<file path="src/rtl/poa_pkg.sv">
// Shared types for the PoA chain validator: verdict reason codes
// and default widths.
package poa_pkg;

  localparam int unsigned DEF_NUM_VALIDATORS = 3;
  localparam int unsigned DEF_ID_W           = 32;
  localparam int unsigned DEF_HASH_W         = 256;
  localparam int unsigned DEF_TS_W           = 32;
  localparam int unsigned DEF_HEIGHT_W       = 32;

  typedef enum logic [2:0] {
    RSN_OK          = 3'd0,
    RSN_UNAUTH      = 3'd1,
    RSN_OUT_OF_TURN = 3'd2,
    RSN_BAD_PREV    = 3'd3,
    RSN_STALE_TS    = 3'd4
  } poa_reason_e;

endpackage

</file>
<file path="src/rtl/poa_registry.sv">
// Authorised-signer registry: NUM_VALIDATORS slots of {id, en}.
// Ports: clk/reset, write port (we, widx, wid, wen), read (ridx -> rid, ren).
module poa_registry
  import poa_pkg::*;
#(
  parameter int unsigned NUM_VALIDATORS = DEF_NUM_VALIDATORS,
  parameter int unsigned ID_W           = DEF_ID_W,
  parameter int unsigned IDX_W          = 2
) (
  input  logic             clk,
  input  logic             reset,
  input  logic             we,
  input  logic [IDX_W-1:0] widx,
  input  logic [ID_W-1:0]  wid,
  input  logic             wen,
  input  logic [IDX_W-1:0] ridx,
  output logic [ID_W-1:0]  rid,
  output logic             ren
);

  logic [ID_W-1:0] ids [NUM_VALIDATORS];
  logic            ens [NUM_VALIDATORS];

  // Slot i comes out of reset as id i+1, enabled.
  always_ff @(posedge clk) begin
    if (reset) begin
      for (int i = 0; i < int'(NUM_VALIDATORS); i++) begin
        ids[i] <= ID_W'(i + 1);
        ens[i] <= 1'b1;
      end
    end else if (we && (32'(widx) < NUM_VALIDATORS)) begin
      ids[widx] <= wid;
      ens[widx] <= wen;
    end
  end

  assign rid = ids[ridx];
  assign ren = ens[ridx];

endmodule

</file>
<file path="src/rtl/poa_chain_validator.sv">
// PoA block validator: registry scan, turn/linkage/timestamp checks,
// chain head commit. Ports: in_* request, cfg_* registry, out_* verdict.
module poa_chain_validator
  import poa_pkg::*;
#(
  parameter int unsigned         NUM_VALIDATORS = DEF_NUM_VALIDATORS,
  parameter int unsigned         ID_W           = DEF_ID_W,
  parameter int unsigned         HASH_W         = DEF_HASH_W,
  parameter int unsigned         TS_W           = DEF_TS_W,
  parameter int unsigned         HEIGHT_W       = DEF_HEIGHT_W,
  parameter bit                  IN_TURN        = 1'b1,
  parameter logic [HASH_W-1:0]   GENESIS_HASH   = 256'habc123456
) (
  input  logic                clk,
  input  logic                reset,
  input  logic                in_valid,
  output logic                in_ready,
  input  logic [ID_W-1:0]     in_validator_id,
  input  logic [HASH_W-1:0]   in_prev_hash,
  input  logic [HASH_W-1:0]   in_hash,
  input  logic [TS_W-1:0]     in_timestamp,
  input  logic                cfg_we,
  output logic                cfg_ready,
  input  logic [$clog2(NUM_VALIDATORS > 1 ? NUM_VALIDATORS : 2)-1:0] cfg_idx,
  input  logic [ID_W-1:0]     cfg_id,
  input  logic                cfg_en,
  output logic                out_valid,
  input  logic                out_ready,
  output logic                out_accept,
  output logic [2:0]          out_reason,
  output logic [HEIGHT_W-1:0] out_height,
  output logic [HASH_W-1:0]   head_hash
);

  localparam int unsigned IDX_W =
    $clog2(NUM_VALIDATORS > 1 ? NUM_VALIDATORS : 2);
  localparam logic [IDX_W-1:0] LAST = IDX_W'(NUM_VALIDATORS - 1);

  typedef enum logic [1:0] {S_IDLE, S_SCAN, S_RESP} state_e;

  typedef struct packed {
    logic [ID_W-1:0]   id;
    logic [HASH_W-1:0] prev;
    logic [HASH_W-1:0] hash;
    logic [TS_W-1:0]   ts;
  } blk_t;

  state_e              state, state_nx;
  blk_t                blk;
  logic [IDX_W-1:0]    scan_idx, match_idx_q, match_idx, turn_ptr;
  logic                match_q, hit, found, scan_last;
  logic [TS_W-1:0]     last_ts;
  logic [HEIGHT_W-1:0] height;
  logic [ID_W-1:0]     reg_rid;
  logic                reg_ren;
  poa_reason_e         verdict, reason_q;

  assign in_ready   = (state == S_IDLE);
  assign cfg_ready  = (state == S_IDLE);
  assign out_valid  = (state == S_RESP);
  assign out_reason = reason_q;
  assign out_height = height;

  poa_registry #(
    .NUM_VALIDATORS(NUM_VALIDATORS),
    .ID_W          (ID_W),
    .IDX_W         (IDX_W)
  ) u_registry (
    .clk  (clk),
    .reset(reset),
    .we   (cfg_we && (state == S_IDLE)),
    .widx (cfg_idx),
    .wid  (cfg_id),
    .wen  (cfg_en),
    .ridx (scan_idx),
    .rid  (reg_rid),
    .ren  (reg_ren)
  );

  // Include the slot read this cycle so the last slot can still match
  // on the same edge that produces the verdict.
  assign hit       = reg_ren && (reg_rid == blk.id);
  assign found     = match_q || hit;
  assign match_idx = match_q ? match_idx_q : scan_idx;
  assign scan_last = (scan_idx == LAST);

  always_comb begin
    verdict = RSN_OK;
    if (!found)
      verdict = RSN_UNAUTH;
    else if (IN_TURN && (match_idx != turn_ptr))
      verdict = RSN_OUT_OF_TURN;
    else if (blk.prev != head_hash)
      verdict = RSN_BAD_PREV;
    else if (blk.ts <= last_ts)
      verdict = RSN_STALE_TS;
  end

  always_ff @(posedge clk) begin
    if (reset) state <= S_IDLE;
    else       state <= state_nx;
  end

  always_comb begin
    state_nx = state;
    unique case (state)
      S_IDLE:  if (in_valid)  state_nx = S_SCAN;
      S_SCAN:  if (scan_last) state_nx = S_RESP;
      S_RESP:  if (out_ready) state_nx = S_IDLE;
      default: state_nx = S_IDLE;
    endcase
  end

  always_ff @(posedge clk) begin
    if (reset) begin
      blk         <= '0;
      scan_idx    <= '0;
      match_q     <= 1'b0;
      match_idx_q <= '0;
      head_hash   <= GENESIS_HASH;
      last_ts     <= '0;
      height      <= '0;
      turn_ptr    <= '0;
      out_accept  <= 1'b0;
      reason_q    <= RSN_OK;
    end else begin
      unique case (state)
        S_IDLE: begin
          if (in_valid) begin
            blk      <= '{in_validator_id, in_prev_hash,
                          in_hash, in_timestamp};
            scan_idx <= '0;
            match_q  <= 1'b0;
          end
        end
        S_SCAN: begin
          if (!match_q && hit) begin
            match_q     <= 1'b1;
            match_idx_q <= scan_idx;
          end
          if (scan_last) begin
            out_accept <= (verdict == RSN_OK);
            reason_q   <= verdict;
            if (verdict == RSN_OK) begin
              head_hash <= blk.hash;
              last_ts   <= blk.ts;
              height    <= height + HEIGHT_W'(1);
              turn_ptr  <= (turn_ptr == LAST) ? '0
                           : turn_ptr + IDX_W'(1);
            end
          end else begin
            scan_idx <= scan_idx + IDX_W'(1);
          end
        end
        default: ;
      endcase
    end
  end

endmodule

</file>
<file path="config.mk">
export PLATFORM = sky130hd
export DESIGN_NAME = poa_chain_validator
export DESIGN_NICKNAME = d
export VERILOG_FILES = /design/src/rtl/poa_pkg.sv /design/src/rtl/poa_registry.sv /design/src/rtl/poa_chain_validator.sv
export SDC_FILE = /design/constraint.sdc
export NUM_CORES = 2
export LEC_CHECK = 0
export CORE_AREA = 4 4 350 352
export CTS_BUF_LIST = sky130_fd_sc_hd__clkbuf_16
export CTS_CLUSTER_SIZE = 10
export DETAILED_ROUTE_END_ITERATION = 6
export DIE_AREA = 0 0 354 356
export PLACE_DENSITY = 0.69
export SYNTH_ARGS = -nofsm -noshare
export SYNTH_HDL_FRONTEND = slang
export SYNTH_HIERARCHICAL = 1
export SYNTH_SLANG_ARGS = --single-unit
</file>
<file path="constraint.sdc">
create_clock -name clk -period 3.6 [get_ports clk]
set_clock_uncertainty 0.05 [all_clocks]
set_input_delay 0.54 -clock clk [delete_from_list [all_inputs] [get_ports clk]]
set_output_delay 0.54 -clock clk [all_outputs]
set_load 0.01 [all_outputs]
</file>
==> impl_summary.txt <==
----------------------------------------------------
[Logic synthesis]
  Count of flip-flops with a built-in enable after synthesis ... 129
  Cell variety after synth ... 51
  Count of mapped cells out of synthesis ... 4943
  Primary FF master, synth ... sky130_fd_sc_hd__dfxtp_1
  Synth async-reset ratio ... 0%
  Number of storage elements in the synthesis netlist ... 1041
  Fraction of the yosys area taken by sequential cells ... 52.6%
  Warnings from Yosys ... 6
  Mean cell area of the mapped netlist ... 8.51 sq um
  Synthesized area ... 42100 sq um

[Timing]
  Crit share post-route ... 105%
  Count of final max-slew check failures ... 0
  Endpoints failing setup ... 300
  Pin slew with the least headroom to its limit ... 1030 ps
  Period minus WS final ... 3790 ps
  Worst slew margin relative to its limit ... 30.9%
  Worst Hold Margin ... 285 ps
  Number of hold-slack violations in the final timing report ... 0
  Maximum operating frequency ... 0.264 GHz
  Unrepaired setup endpoints after global routing ... yes
  Setup WS post-layout ... -194 ps

[Finish]
  Fill count ... 11.1k
  Layout overhead on the synthesized area ... 39.3%
  Non-filler cells in the finished layout ... 7557
  Util after Layout ... 49.1%
  Net count reported at finish ... 6493
  Area of the multi-input gates ... 18900 sq um
  Fraction of final layout cells sized beyond drive strength 1 ... 9.22%
  FF+latch area ... 22100 sq um

[GRT]
  Number of global-route vias before repair ... 38.4k
  Antenna violations before repair ... 80
  Largest net degree at the start of global routing ... 167
  GRT Overall Usage ... 29.0%
  First-pass GRT wire length ... 269 mm
  Gr ovfl total ... 0

[Placed design]
  Half-perimeter wire length after detailed placement ... 146 mm
  Count of placed standard cells including taps ... 7315
  Final Wtd Congestion ... 0.948
  Count of buffers inserted at the top-level ports ... 910

[Critical path]
  CP max FO ... 9
  Flop-to-flop setup slack ... -190 ps
  Reg2Reg Depth ... 12
  Crit Path Class ... flop to flop
  Worst setup EP type ... flop
  Crit-path slowest cell ... sky130_fd_sc_hd__or4_1
  Reg2reg end ... out_height[17]$_SDFFE_PP0P_
  Kind of start point of the critical path ... flop
  Required time at the endpoint of the critical path ... 4210 ps
  Cell-by-cell trace of the critical path ... buf_12 -> mux4_2 -> xor2_1 -> or4_1 -> nor4_1 -> nand4_1 -> a211oi_2 -> buf_4 -> nand2_8 -> buf_12 -> or4_1 -> a21oi_1
  Launching point of the worst reg2reg path ... scan_idx[0]$_SDFFE_PP0P_
  CP peak stage delay ... 520 ps
  Arrival time reported for the critical path endpoint ... 4400 ps

[Routing]
  Detailed-route vias per instance ... 5.37
  Residual antenna-violating net count after detailed routing ... 0
  Number of remaining DRC errors ... 0
  Number of DRC markers after the initial detailed-route iteration ... 4215
  Final WL ... 194 mm
  Wire per inst ... 25.6 microns
  Total number of vias ... 40.5k
  DRT Pass-1 Iters ... 6

[Outcome]
  Failing checks ... negative setup slack
  Outcome ... finished with violations

[Power and ir drop]
  Switch Pwr ... 7.63 mW
  Power density relative to cell area ... 467 nW/um^2
  Comb pwr share ... 14.7%
  Share of power burned in the clock network ... 39.5%
  Worst vdd ir ... 0.431 mV
  Switching fraction of total power ... 27.9%
  Total power ... 27.4 mW
  Sequential Power Share ... 45.8%
  Int Power ... 19.8 mW
  Static power due to leakage ... 20.0 nW

[Clocking]
  CTS tree ... built
  Clock root buffer ... sky130_fd_sc_hd__clkbuf_16
  Clock transition at the register clock pins on the worst setup and hold paths after CTS ... 60 ps
  Number of levels in the clock H-tree ... 3
  Number of buffers inserted during clock tree synthesis ... 118
  TritonCTS sink count ... 1041
  Skew-Pair Late Insertion Delay ... 740 ps
  Maximum count of clock buffers along a single path ... 3

[Flow run]
  MaxCap Viol Count ... 0

[Hold path]
  Worst min-delay path endpoint ... out_height[23]$_SDFFE_PP0P_
  WHS Path Cells ... 2
  Hold Path Origin ... reset
  Type of the worst min-delay path ... input pin to flop

[Floorplan]
  Horizontal die dimension ... 354 microns
  Overall die area ... 126000 sq um
  Initial core utilization ... 35.3%
  Site row count ... 127
  Die Ht ... 356 microns
  Number of top-level pins ... 911
  Area of the core region ... 119000 sq um

----------------------------------------------------
## Yosys cell counts, drive strengths merged, types with 2 or more instances
cell,number,area (sq um)
a211oi,4,35.0
a21o,6,45.0
a21oi,898,4490
a221o,3,30.0
a22oi,2,15.0
and2,8,50.1
and3,16,100
buf,60,299
clkbuf,339,1270
dfxtp,912,18300
edfxtp,129,3870
ha,34,425
inv,39,146
mux2,2,22.5
mux2i,4,40.0
mux4,33,743
nand2,1175,4410
nand2b,9,56.3
nand3,327,1640
nand3b,32,240
nand4,88,551
nand4b,6,52.6
nor2,111,417
nor2b,8,50.1
nor3,9,45.0
nor4,23,150
o21a,3,22.5
o21ai,298,1490
o31ai,24,180
o41ai,3,26.3
or2,4,25.0
or3,4,25.0
or4,32,240
xnor2,274,2400
xor2,16,140
## stage by stage
step | worst slack (ps) | setup TNS (ps) | instance area [sq um]
2_1_floorplan | 10.1 | 0 | 42200
6_report | -194 | -26230 | 58600
3_3_place_gp | -260 | -53450 | 54000
4_1_cts | -126 | -13110 | 57800
3_5_place_dp | -377 | -90290 | 54000
5_1_grt | -266 | -52980 | 58500
## power by group through the flow
stage               registers [mW]  clock network (mW)  logic (mW)
CTS                           12.5                10.9        3.96
finish                        12.5                10.8        4.03
floorplan                     12.7                   0        1.90
global placement              12.7                   0        3.90
global route                  12.6                11.4        4.30
detailed placement            12.8                   0        3.93
## layer usage
| metal | track usage (%) | vias up | routed length (microns) |
|---|---|---|---|
| met4 | 12.0 | 36 | 8510 |
| met3 | 8.32 | 384 | 19300 |
| met1 | 37.1 | 19500 | 77500 |
| met2 | 46.2 | 1903 | 88200 |
| li1 | - | 18700 | - |
| met5 | 0 | - | 233 |
## timing repair
action,4_1_cts,5_1_grt
buffers inserted,6,3
hold endpoints to repair,0,0
endpoints found under the setup margin,324,321
resized for setup,62,232
hold buffers,0,0
pin swaps,4,22
gates cloned,5,7
## cell families after synthesis
| family | Yosys count | synth area share [%] |
|---|---|---|
| compound gates | 1244 | 15.1 |
| flops | 1041 | 52.6 |
| other cells | 1 | 0.00891 |
| simple gates | 1855 | 19.2 |
| mux | 39 | 1.92 |
| buf+inv | 439 | 4.10 |
| fa+ha+maj | 34 | 1.01 |
| xor+xnor | 290 | 6.04 |
## worst max-delay path by stage
stage	start	depth (start not counted)	to
global placement	head_hash[179]$_SDFFE_PP0P_	13	head_hash[148]$_SDFFE_PP0P_
floorplan	scan_idx[0]$_SDFFE_PP0P_	13	out_height[19]$_SDFFE_PP0P_
finish	scan_idx[0]$_SDFFE_PP0P_	12	out_height[17]$_SDFFE_PP0P_
detailed placement	head_hash[179]$_SDFFE_PP0P_	13	head_hash[92]$_SDFFE_PP0P_
CTS	scan_idx[0]$_SDFFE_PP0P_	13	out_height[2]$_SDFFE_PP0P_
global route	scan_idx[0]$_SDFFE_PP0P_	12	out_height[9]$_SDFFE_PP0P_
## critical path, delay by kind of cell (launching register included)
family,cells,cell delay [ps]
AND/OR/NAND/NOR,5,1680
flip-flops,1,400
multiplexers,1,500
XOR/XNOR,1,170
AO/OA/AOI/OAI,2,400
buffers and inverters,3,520
## state kept, by name, indices dropped and copies added (netlist names)
register / cells
u_registry/ens: 4
last_ts: 32
out_height: 32
out_reason: 3
blk: 576
out_accept: 1
scan_idx: 2
u_registry/ids: 128
match_idx_q: 2
match_q: 1
turn_ptr: 2
head_hash: 256
state: 2
## cells in the final DEF (no fill, tap or decap), types with 72 or more instances in the layout
| master | count |
|---|---|
| sky130_fd_sc_hd__o21ai_0 | 166 |
| sky130_fd_sc_hd__inv_1 | 72 |
| sky130_fd_sc_hd__nand2_1 | 1173 |
| sky130_fd_sc_hd__nor2_1 | 110 |
| sky130_fd_sc_hd__nand3_1 | 315 |
| sky130_fd_sc_hd__dfxtp_1 | 911 |
| sky130_fd_sc_hd__clkbuf_16 | 124 |
| sky130_fd_sc_hd__buf_4 | 157 |
| sky130_fd_sc_hd__xnor2_1 | 267 |
| sky130_fd_sc_hd__a21oi_1 | 828 |
| sky130_fd_sc_hd__clkdlybuf4s50_1 | 909 |
| sky130_fd_sc_hd__nand4_1 | 88 |
| sky130_fd_sc_hd__edfxtp_1 | 129 |
| sky130_fd_sc_hd__o21ai_1 | 112 |
## layout make-up
cell class	count	area share (%)
diodes	54	0.231
clock buffers	118	5.04
clock inverters	50	0.675
inverters	40	0.256
multi-input cells	3495	32.3
flip-flops and latches	1041	37.8
well taps	1612	3.44
repair buffers	1147	20.3
(Power assumes the default switching activity.)
